### src/rtl/rob_commit_unit_if.sv
// -----------------------------------------------------------------------------
// rob_commit_unit_if
// ROB dequeue interface between the reorder buffer (writer side, fed by the
// decoder) and the commit unit (reader side).
//
// Signals:
//   rob_empty        ROB holds no entries                     (ROB -> commit)
//   head_ready       head result has been written back        (ROB -> commit)
//   head_opcode[6:0] RV32I major opcode of the head           (ROB -> commit)
//   head_rd[4:0]     destination register of the head         (ROB -> commit)
//   head_value       result value of the head                 (ROB -> commit)
//   head_pc          PC of the head                           (ROB -> commit)
//   head_pred_taken  direction predicted at fetch             (ROB -> commit)
//   head_act_taken   resolved direction                       (ROB -> commit)
//   head_act_target  resolved target                          (ROB -> commit)
//   rob_read         dequeue strobe                           (commit -> ROB)
//
// Modports: master = ROB side, slave = commit unit.
// -----------------------------------------------------------------------------
interface rob_commit_unit_if #(
  parameter int unsigned XLEN = 32
);
  logic            rob_empty;
  logic            head_ready;
  logic [6:0]      head_opcode;
  logic [4:0]      head_rd;
  logic [XLEN-1:0] head_value;
  logic [XLEN-1:0] head_pc;
  logic            head_pred_taken;
  logic            head_act_taken;
  logic [XLEN-1:0] head_act_target;
  logic            rob_read;

  modport master (
    output rob_empty, head_ready, head_opcode, head_rd, head_value, head_pc,
           head_pred_taken, head_act_taken, head_act_target,
    input  rob_read
  );

  modport slave (
    input  rob_empty, head_ready, head_opcode, head_rd, head_value, head_pc,
           head_pred_taken, head_act_taken, head_act_target,
    output rob_read
  );
endinterface

### src/rtl/rob_commit_unit.sv
// -----------------------------------------------------------------------------
// rob_commit_unit
// Retire stage of the out-of-order RV32I core. Drains the ROB head in program
// order, writes results to the architectural regfile, handshakes stores with
// the data-memory port and turns branch/JALR mispredicts into a pipeline flush
// plus a fetch redirect.
//
// Ports:
//   clk               core clock
//   rst               synchronous reset, active low
//   rob               ROB dequeue interface (slave modport, reader side)
//   ld_regfile        regfile write enable (registered, one pulse per retire)
//   commit_rd         regfile write address (registered)
//   commit_value      regfile write data (registered)
//   st_commit_req     store request to data memory (registered)
//   st_commit_ack     store performed
//   flush             pipeline flush, held FLUSH_CYCLES cycles (registered)
//   redirect_valid    one-cycle redirect strobe (registered)
//   redirect_pc       corrected fetch PC (registered)
//   commit_count      retired-instruction counter
//   mispredict_count  mispredict counter
//
// Optional feature macro: COMMIT_PERF_CNT_EN
//   defined   -> commit_count / mispredict_count are live 32-bit wrapping counters
//   undefined -> both outputs read 32'h0 and no counter flops exist
// -----------------------------------------------------------------------------
module rob_commit_unit #(
  parameter int unsigned FLUSH_CYCLES = 1,
  parameter int unsigned XLEN         = 32
) (
  input  logic             clk,
  input  logic             rst,
  rob_commit_unit_if.slave rob,
  output logic             ld_regfile,
  output logic [4:0]       commit_rd,
  output logic [XLEN-1:0]  commit_value,
  output logic             st_commit_req,
  input  logic             st_commit_ack,
  output logic             flush,
  output logic             redirect_valid,
  output logic [XLEN-1:0]  redirect_pc,
  output logic [31:0]      commit_count,
  output logic [31:0]      mispredict_count
);

  localparam logic [6:0] OP_BR    = 7'b1100011;
  localparam logic [6:0] OP_JALR  = 7'b1100111;
  localparam logic [6:0] OP_STORE = 7'b0100011;

  localparam logic [XLEN-1:0] PC_STEP   = XLEN'(4);
  localparam logic [3:0]      FLUSH_MAX = 4'(FLUSH_CYCLES - 1);

  typedef enum logic [1:0] {
    S_RUN     = 2'd0,
    S_ST_WAIT = 2'd1,
    S_FLUSH   = 2'd2
  } state_e;

  state_e          state_q;
  logic [3:0]      flush_cnt_q;
  logic            ld_regfile_q;
  logic [4:0]      commit_rd_q;
  logic [XLEN-1:0] commit_value_q;
  logic            st_commit_req_q;
  logic            flush_q;
  logic            redirect_valid_q;
  logic [XLEN-1:0] redirect_pc_q;

  logic            commit_ok;
  logic            is_br;
  logic            is_jalr;
  logic            is_store;
  logic            mispredict;
  logic            writes_rd;
  logic            st_ack_fire;
  logic [XLEN-1:0] redirect_target;

  always_comb begin
    is_br     = (rob.head_opcode == OP_BR);
    is_jalr   = (rob.head_opcode == OP_JALR);
    is_store  = (rob.head_opcode == OP_STORE);
    commit_ok = (state_q == S_RUN) && !rob.rob_empty && rob.head_ready;
    // JALR targets are never predicted, so a taken JALR always redirects.
    mispredict = (is_br || is_jalr) &&
                 ((rob.head_pred_taken != rob.head_act_taken) ||
                  (is_jalr && rob.head_act_taken));
    writes_rd  = !is_br && !is_store && (rob.head_rd != 5'd0);
    // A stray ack with no request outstanding is ignored.
    st_ack_fire = (state_q == S_ST_WAIT) && st_commit_req_q && st_commit_ack;
    // Not-taken fall-through wraps naturally at 2^XLEN.
    redirect_target = rob.head_act_taken ? rob.head_act_target
                                         : (rob.head_pc + PC_STEP);
  end

  // Stores dequeue only once memory has acknowledged them.
  assign rob.rob_read = rst && ((commit_ok && !is_store) || st_ack_fire);

  always_ff @(posedge clk) begin
    if (!rst) begin
      state_q          <= S_RUN;
      flush_cnt_q      <= 4'd0;
      ld_regfile_q     <= 1'b0;
      commit_rd_q      <= 5'd0;
      commit_value_q   <= '0;
      st_commit_req_q  <= 1'b0;
      flush_q          <= 1'b0;
      redirect_valid_q <= 1'b0;
      redirect_pc_q    <= '0;
    end else begin
      ld_regfile_q     <= 1'b0;
      redirect_valid_q <= 1'b0;
      case (state_q)
        S_RUN: begin
          if (commit_ok) begin
            if (is_store) begin
              state_q         <= S_ST_WAIT;
              st_commit_req_q <= 1'b1;
            end else begin
              if (writes_rd) begin
                ld_regfile_q   <= 1'b1;
                commit_rd_q    <= rob.head_rd;
                commit_value_q <= rob.head_value;
              end
              if (mispredict) begin
                state_q          <= S_FLUSH;
                flush_q          <= 1'b1;
                flush_cnt_q      <= FLUSH_MAX;
                redirect_valid_q <= 1'b1;
                redirect_pc_q    <= redirect_target;
              end
            end
          end
        end
        S_ST_WAIT: begin
          if (st_ack_fire) begin
            st_commit_req_q <= 1'b0;
            state_q         <= S_RUN;
          end
        end
        S_FLUSH: begin
          // flush_cnt_q counts the remaining flush cycles after this one.
          if (flush_cnt_q == 4'd0) begin
            flush_q <= 1'b0;
            state_q <= S_RUN;
          end else begin
            flush_cnt_q <= flush_cnt_q - 4'd1;
          end
        end
        default: state_q <= S_RUN;
      endcase
    end
  end

  assign ld_regfile     = ld_regfile_q;
  assign commit_rd      = commit_rd_q;
  assign commit_value   = commit_value_q;
  assign st_commit_req  = st_commit_req_q;
  assign flush          = flush_q;
  assign redirect_valid = redirect_valid_q;
  assign redirect_pc    = redirect_pc_q;

`ifdef COMMIT_PERF_CNT_EN
  logic [31:0] commit_count_q;
  logic [31:0] commit_count_d;
  logic [31:0] mispredict_count_q;
  logic [31:0] mispredict_count_d;
  logic        flush_entry;

  always_comb begin
    flush_entry        = commit_ok && !is_store && mispredict;
    commit_count_d     = commit_count_q + 32'(rob.rob_read);
    mispredict_count_d = mispredict_count_q + 32'(flush_entry);
  end

  always_ff @(posedge clk) begin
    if (!rst) begin
      commit_count_q     <= 32'h0;
      mispredict_count_q <= 32'h0;
    end else begin
      commit_count_q     <= commit_count_d;
      mispredict_count_q <= mispredict_count_d;
    end
  end

  assign commit_count     = commit_count_q;
  assign mispredict_count = mispredict_count_q;
`else
  assign commit_count     = 32'h0;
  assign mispredict_count = 32'h0;
`endif

endmodule

### src/flat_wrapper.sv
// flat-port wrapper written by rule: the top's interface ports become plain ports
module rob_commit_unit_flat 
#(
  parameter int unsigned FLUSH_CYCLES = 1,
  parameter int unsigned XLEN         = 32
)
  (clk, rst, ld_regfile, commit_rd, commit_value, st_commit_req, st_commit_ack, flush, redirect_valid, redirect_pc, commit_count, mispredict_count, rob_rob_empty, rob_head_ready, rob_head_opcode, rob_head_rd, rob_head_value, rob_head_pc, rob_head_pred_taken, rob_head_act_taken, rob_head_act_target, rob_rob_read);
  rob_commit_unit_if #(.XLEN(XLEN)) rob_i ();
  input  logic clk;
  input  logic rst;
  output logic ld_regfile;
  output logic [4:0] commit_rd;
  output logic [XLEN-1:0] commit_value;
  output logic st_commit_req;
  input  logic st_commit_ack;
  output logic flush;
  output logic redirect_valid;
  output logic [XLEN-1:0] redirect_pc;
  output logic [31:0] commit_count;
  output logic [31:0] mispredict_count;
  input wire logic [$bits(rob_i.rob_empty)-1:0] rob_rob_empty;
  input wire logic [$bits(rob_i.head_ready)-1:0] rob_head_ready;
  input wire logic [$bits(rob_i.head_opcode)-1:0] rob_head_opcode;
  input wire logic [$bits(rob_i.head_rd)-1:0] rob_head_rd;
  input wire logic [$bits(rob_i.head_value)-1:0] rob_head_value;
  input wire logic [$bits(rob_i.head_pc)-1:0] rob_head_pc;
  input wire logic [$bits(rob_i.head_pred_taken)-1:0] rob_head_pred_taken;
  input wire logic [$bits(rob_i.head_act_taken)-1:0] rob_head_act_taken;
  input wire logic [$bits(rob_i.head_act_target)-1:0] rob_head_act_target;
  output wire logic [$bits(rob_i.rob_read)-1:0] rob_rob_read;
  assign rob_i.rob_empty = rob_rob_empty;
  assign rob_i.head_ready = rob_head_ready;
  assign rob_i.head_opcode = rob_head_opcode;
  assign rob_i.head_rd = rob_head_rd;
  assign rob_i.head_value = rob_head_value;
  assign rob_i.head_pc = rob_head_pc;
  assign rob_i.head_pred_taken = rob_head_pred_taken;
  assign rob_i.head_act_taken = rob_head_act_taken;
  assign rob_i.head_act_target = rob_head_act_target;
  assign rob_rob_read = rob_i.rob_read;
  rob_commit_unit #(.FLUSH_CYCLES(FLUSH_CYCLES), .XLEN(XLEN)) u_core (.clk(clk), .rst(rst), .rob(rob_i), .ld_regfile(ld_regfile), .commit_rd(commit_rd), .commit_value(commit_value), .st_commit_req(st_commit_req), .st_commit_ack(st_commit_ack), .flush(flush), .redirect_valid(redirect_valid), .redirect_pc(redirect_pc), .commit_count(commit_count), .mispredict_count(mispredict_count));
endmodule
### config.mk
export PLATFORM = sky130hd
export DESIGN_NAME = rob_commit_unit_flat
export DESIGN_NICKNAME = d
export VERILOG_FILES = /design/src/rtl/rob_commit_unit_if.sv /design/src/rtl/rob_commit_unit.sv /design/src/flat_wrapper.sv
export SDC_FILE = /design/constraint.sdc
export NUM_CORES = 1
export LEC_CHECK = 0
export ABC_AREA = 1
export CORE_AREA = 2 2 113 115
export DETAILED_ROUTE_END_ITERATION = 7
export DIE_AREA = 0 0 115 117
export HOLD_SLACK_MARGIN = 0.15
export PLACE_DENSITY_LB_ADDON = 0.3
export SLEW_MARGIN = 20
export SYNTH_ARGS = -nofsm -noshare
export SYNTH_HDL_FRONTEND = slang
export SYNTH_SLANG_ARGS = --single-unit
### constraint.sdc
create_clock -name clk -period 2.45 [get_ports clk]
set_input_delay 0.735 -clock clk [delete_from_list [all_inputs] [get_ports clk]]
set_output_delay 0.735 -clock clk [all_outputs]
set_load 0.005 [all_outputs]
# After elaboration in Yosys (flattened, before gate mapping)
# Index checks and enable logic that the tools add are counted.
# op_classes
n_reduce_logical,28
bitwise_logic,4
add_sub_neg,2
mux,23
eq_ne,14
# ops
cell,count
"adder 32 x 3 -> 32 bit, second input constant",1
two-way mux 32 bit,1
two-way mux 4 bit,4
AND reduction 4 bit,4
"equality test 7 bit, second input constant",2
logical AND 1 bit,10
two-way mux 2 bit,5
"inequality test 2 x 1 -> 1 bit, second input constant",5
AND reduction 5 bit,2
two-way mux 1 bit,9
case mux 4 bit (2 select lines),1
"equality test 7 x 6 -> 1 bit, second input constant",1
case mux 2 bit (3 select lines),1
nonzero test 5 bit,1
zero test 4 bit,1
"inequality test 2 bit, second input constant",2
NOT 1 bit,4
case mux 1 bit (2 select lines),2
nonzero test 2 bit,2
OR reduction 4 bit,1
"subtractor 4 x 1 -> 4 bit, second input constant",1
zero test 1 bit,3
logical OR 1 bit,3
"inequality test 3 x 1 -> 1 bit, second input constant",1
4 further kinds,4
# totals
in_bits,115
reg_bits,79
word_cells,80
output_inout_bits,138

# Logic depth before layout (Yosys ltp)
# depth
ltp_word,8
ltp_mapped,12
depth_no_buf,11

# Worst setup path before layout
# No wires, ideal clock.
# synth_path
path_kind,in2out
start,in rst
end,out rob_rob_read
required_ns,1.715
arrival_time_ns,1.504
path_stages,5
setup_slack_ns,0.211
cell_sequence,buf_2 > inv_1 > buf_2 > buf_1 > a21oi_1
# synth_via
elab_chain_len,1
# synth_lines
item,line_no,source
"start, declared",flat_wrapper.sv:10,input logic rst;
logical AND 1 bit,rob_commit_unit.sv:96,assign rob.rob_read = rst && ((commit_ok && !is_store) || st_ack_fire);
"end, declared",flat_wrapper.sv:30,output wire logic [$bits(rob_i.rob_read)-1:0] rob_rob_read;
# No other way between the ends.

# Worst setup path in the final report
# layout_path
start,in rob_head_opcode[6]
end,out rob_rob_read
# layout_via
elab_chain_len,5
# layout_lines
item,line_no,source
"start, declared",flat_wrapper.sv:23,input wire logic [$bits(rob_i.head_opcode)-1:0] rob_head_opcode;
equality test 7 x 6 -> 1 bit,rob_commit_unit.sv:81,is_store = (rob.head_opcode == OP_STORE);
zero test 1 bit,rob_commit_unit.sv:96,
logical AND 1 bit,rob_commit_unit.sv:96,
logical OR 1 bit,rob_commit_unit.sv:96,
logical AND 1 bit,rob_commit_unit.sv:96,
# No other way between the ends.

==> reports/qor.yml <==
status: "complete, no violations"
max_cap_violations: 0
synth_cell_types: 34
path_cells: "clkdlybuf4s50_1 > inv_1 > nand2_2 > o21ai_4 > a21oi_2 > buf_2"
post_drt_via_cell_ratio: 4.559
grt_pass1_vias: 4517
powerDensity_nw_per_um2: 453.4
finalSetupViolCount: 0
dp_slack_ps: -570.0
place_congestion: 0.9260
synth_area_leader_cell: "dfxtp_1"
seq_area_frac_synth_pct: 32.97
nFillCells: 1189
dp_hpwl_mm: 10.67
antenna_found_initial: 0
clk_pin_slew_ps: 50
cts_tree: "done"
drtPass1Iterations: 4
clk_path_buf_depth: 2
async_flop_share_pct: 0
insertion_delay_ps: 340
drive_gt1_share_pct: 11.75
areaGrowthSynthToFinish_pct: 49.82
worst_setup_path_end_kind: "output pin"
die_h_um: 117
vias: 4992
ys_warn_count: 0
maxSlewViolCount: 0
hold_buffers: 0
cpMaxStageDelayCell: "clkdlybuf4s50_1"
power.leakage_uw: 0.003051
drc: 0
max_freq_mhz: 414.5
final-hold-violation-count: 0
fin_util_pct: 58.37
nets: 1059
root_buffer: "clkbuf_16"
drt-total-wl_mm: 14.03
ant_nets: 0
ir_drop_mv: 0.2792
avgSynthCellArea_um2: 6.617
hold_class: "reg2reg"
ys_ff_latch: 79
path_max_fanout: 2
start_util_pct: 38.96
fin_crit_sh_pct: 98.48
seqCellArea_um2: 1582
period_needed_ps: 2413
cp_slowest_stage_delay_ps: 410
numPortBuffers: 188
synth-main-ff-cell: "dfxtp_1"
finalPower_uw: 3258
synth.area.top_cells: "dfxtp_1, nand2_1, buf_4"
clkSinkCount: 79
grt_pass1_wl_mm: 21.63
worstSetupPathType: "in2out"
netlist_area_um2: 4797
die_width_um: 115
drt_first_iter_violations: 284
htreeDepth: 3
rows: 41
track_usage_pct: 20.40
synth_edf_count: 0
cts_made_buffers: 9
grt_max_degree: 54
avgRoutedWirePerCell_um: 12.81
hold_path.startpoint: "u_core.commit_value[31]"
synth_common_cells: "nand2_1, inv_1, dfxtp_1, a21oi_1, nor2_1"
antennaDiodeCount: 0
yosys.area.top_type_share_pct: 32.97
arrival_ps: 1680
start_kind: "primary input"
core_area_um2: 12310
startpoint: "rob_head_opcode[6]"
hold_ws_ps: 440.6
multi_input_area_um2: 2514
pin_count: 253
die_area_um2: 13460
overflow: 0
syn_inst: 725
synth_most_common_cell: "nand2_1"
setup_slack_ps: 37.18
fin_worst_skew_ps: 5.892
r2r_start: "u_core.state_q[0]"
required_ps: 1710
==> final timing paths <==
kind	endpoint	cells past startpoint	slack, ps
max	rob_rob_read	6	40
min	u_core.commit_value[31]	2	440
max reg2reg	u_core.redirect_pc[15]	14	520
min reg2reg	u_core.commit_value[31]	2	440
==> cell families after synthesis <==
logic type                 after synthesis  share of synthesized area [%]
xor gates and xnor gates                 9                          1.643
muxes                                    1                         0.2087
and+or+nand+nor                        314                          29.13
DFF                                     79                          32.97
buffers and inverters                  181                          20.45
adders and majority gates                3                         0.7826
other                                    1                        0.07817
AOI/OAI and AO/OA                      137                          14.74
==> layout by cell type, fill, tap and decap left out, types with 4 or more instances in the layout <==
master	instances
a21oi_1	72
buf_12	5
buf_4	42
clkbuf_16	9
clkdlybuf4s50_1	179
conb_1	64
dfxtp_1	79
dlygate4sd2_1	5
inv_1	79
inv_2	9
nand2_1	153
nand2_2	6
nand3_1	43
nor2_1	72
nor2_2	15
nor2_4	8
nor3_1	4
o21ai_0	47
o21ai_1	8
xor2_1	6
==> stage by stage <==
stage / area [um2] / instances / setup TNS, ps
after floorplan: 5034 / 788 / 0
after global placement: 6785 / 1069 / -578.5
after detailed placement: 6785 / 1069 / -680.6
after CTS: 7143 / 1094 / 0
after global routing: 7187 / 1095 / -0.9350
final: 7187 / 1095 / 0
==> layer usage <==
metal | track usage (%) | up-vias | share of wire (%)
li1 | - | 2588 | -
met1 | 25.02 | 2202 | 43
met2 | 35.37 | 189 | 49
met3 | 5.098 | 13 | 7.2
met4 | 6.265 | 0 | 1.4
met5 | 0 | - | 0
==> final cells by class <==
class | instances | area share, %
Multi-Input combinational cell | 528 | 34.98
Tap cell | 150 | 2.611
Sequential cell | 79 | 22.01
Clock inverter | 4 | 0.6616
Timing Repair Buffer | 235 | 31.91
Inverter | 88 | 4.596
Clock buffer | 11 | 3.238
==> sequential cells by signal (all words and copies together) (netlist names) <==
register	cells
u_core.commit_rd	5
u_core.commit_value	32
u_core.flush	1
u_core.flush_cnt_q	4
u_core.ld_regfile	1
u_core.redirect_pc	32
u_core.redirect_valid	1
u_core.st_commit_req	1
u_core.state_q	2
==> power by group <==
part	total, uW	switching (uW)	internal (uW)	leakage [uW]
clock	1300	517	780	0.000135
combinational	610	266	344	0.00227
sequential	1350	20.4	1330	0.000644
==> worst max-delay path, delay by kind of cell <==
family	cells	cell delay [ps]
simple gates	1	80
compound gates	2	250
buf+inv	3	600
==> timing repair <==
item	4_1_cts	5_1_grt
setup buffers	10	1
resized for setup	16	14
endpoints found under the setup margin	1	9
gates cloned	0	0
pin swaps	7	2
Power figures use the tool's default switching activity.
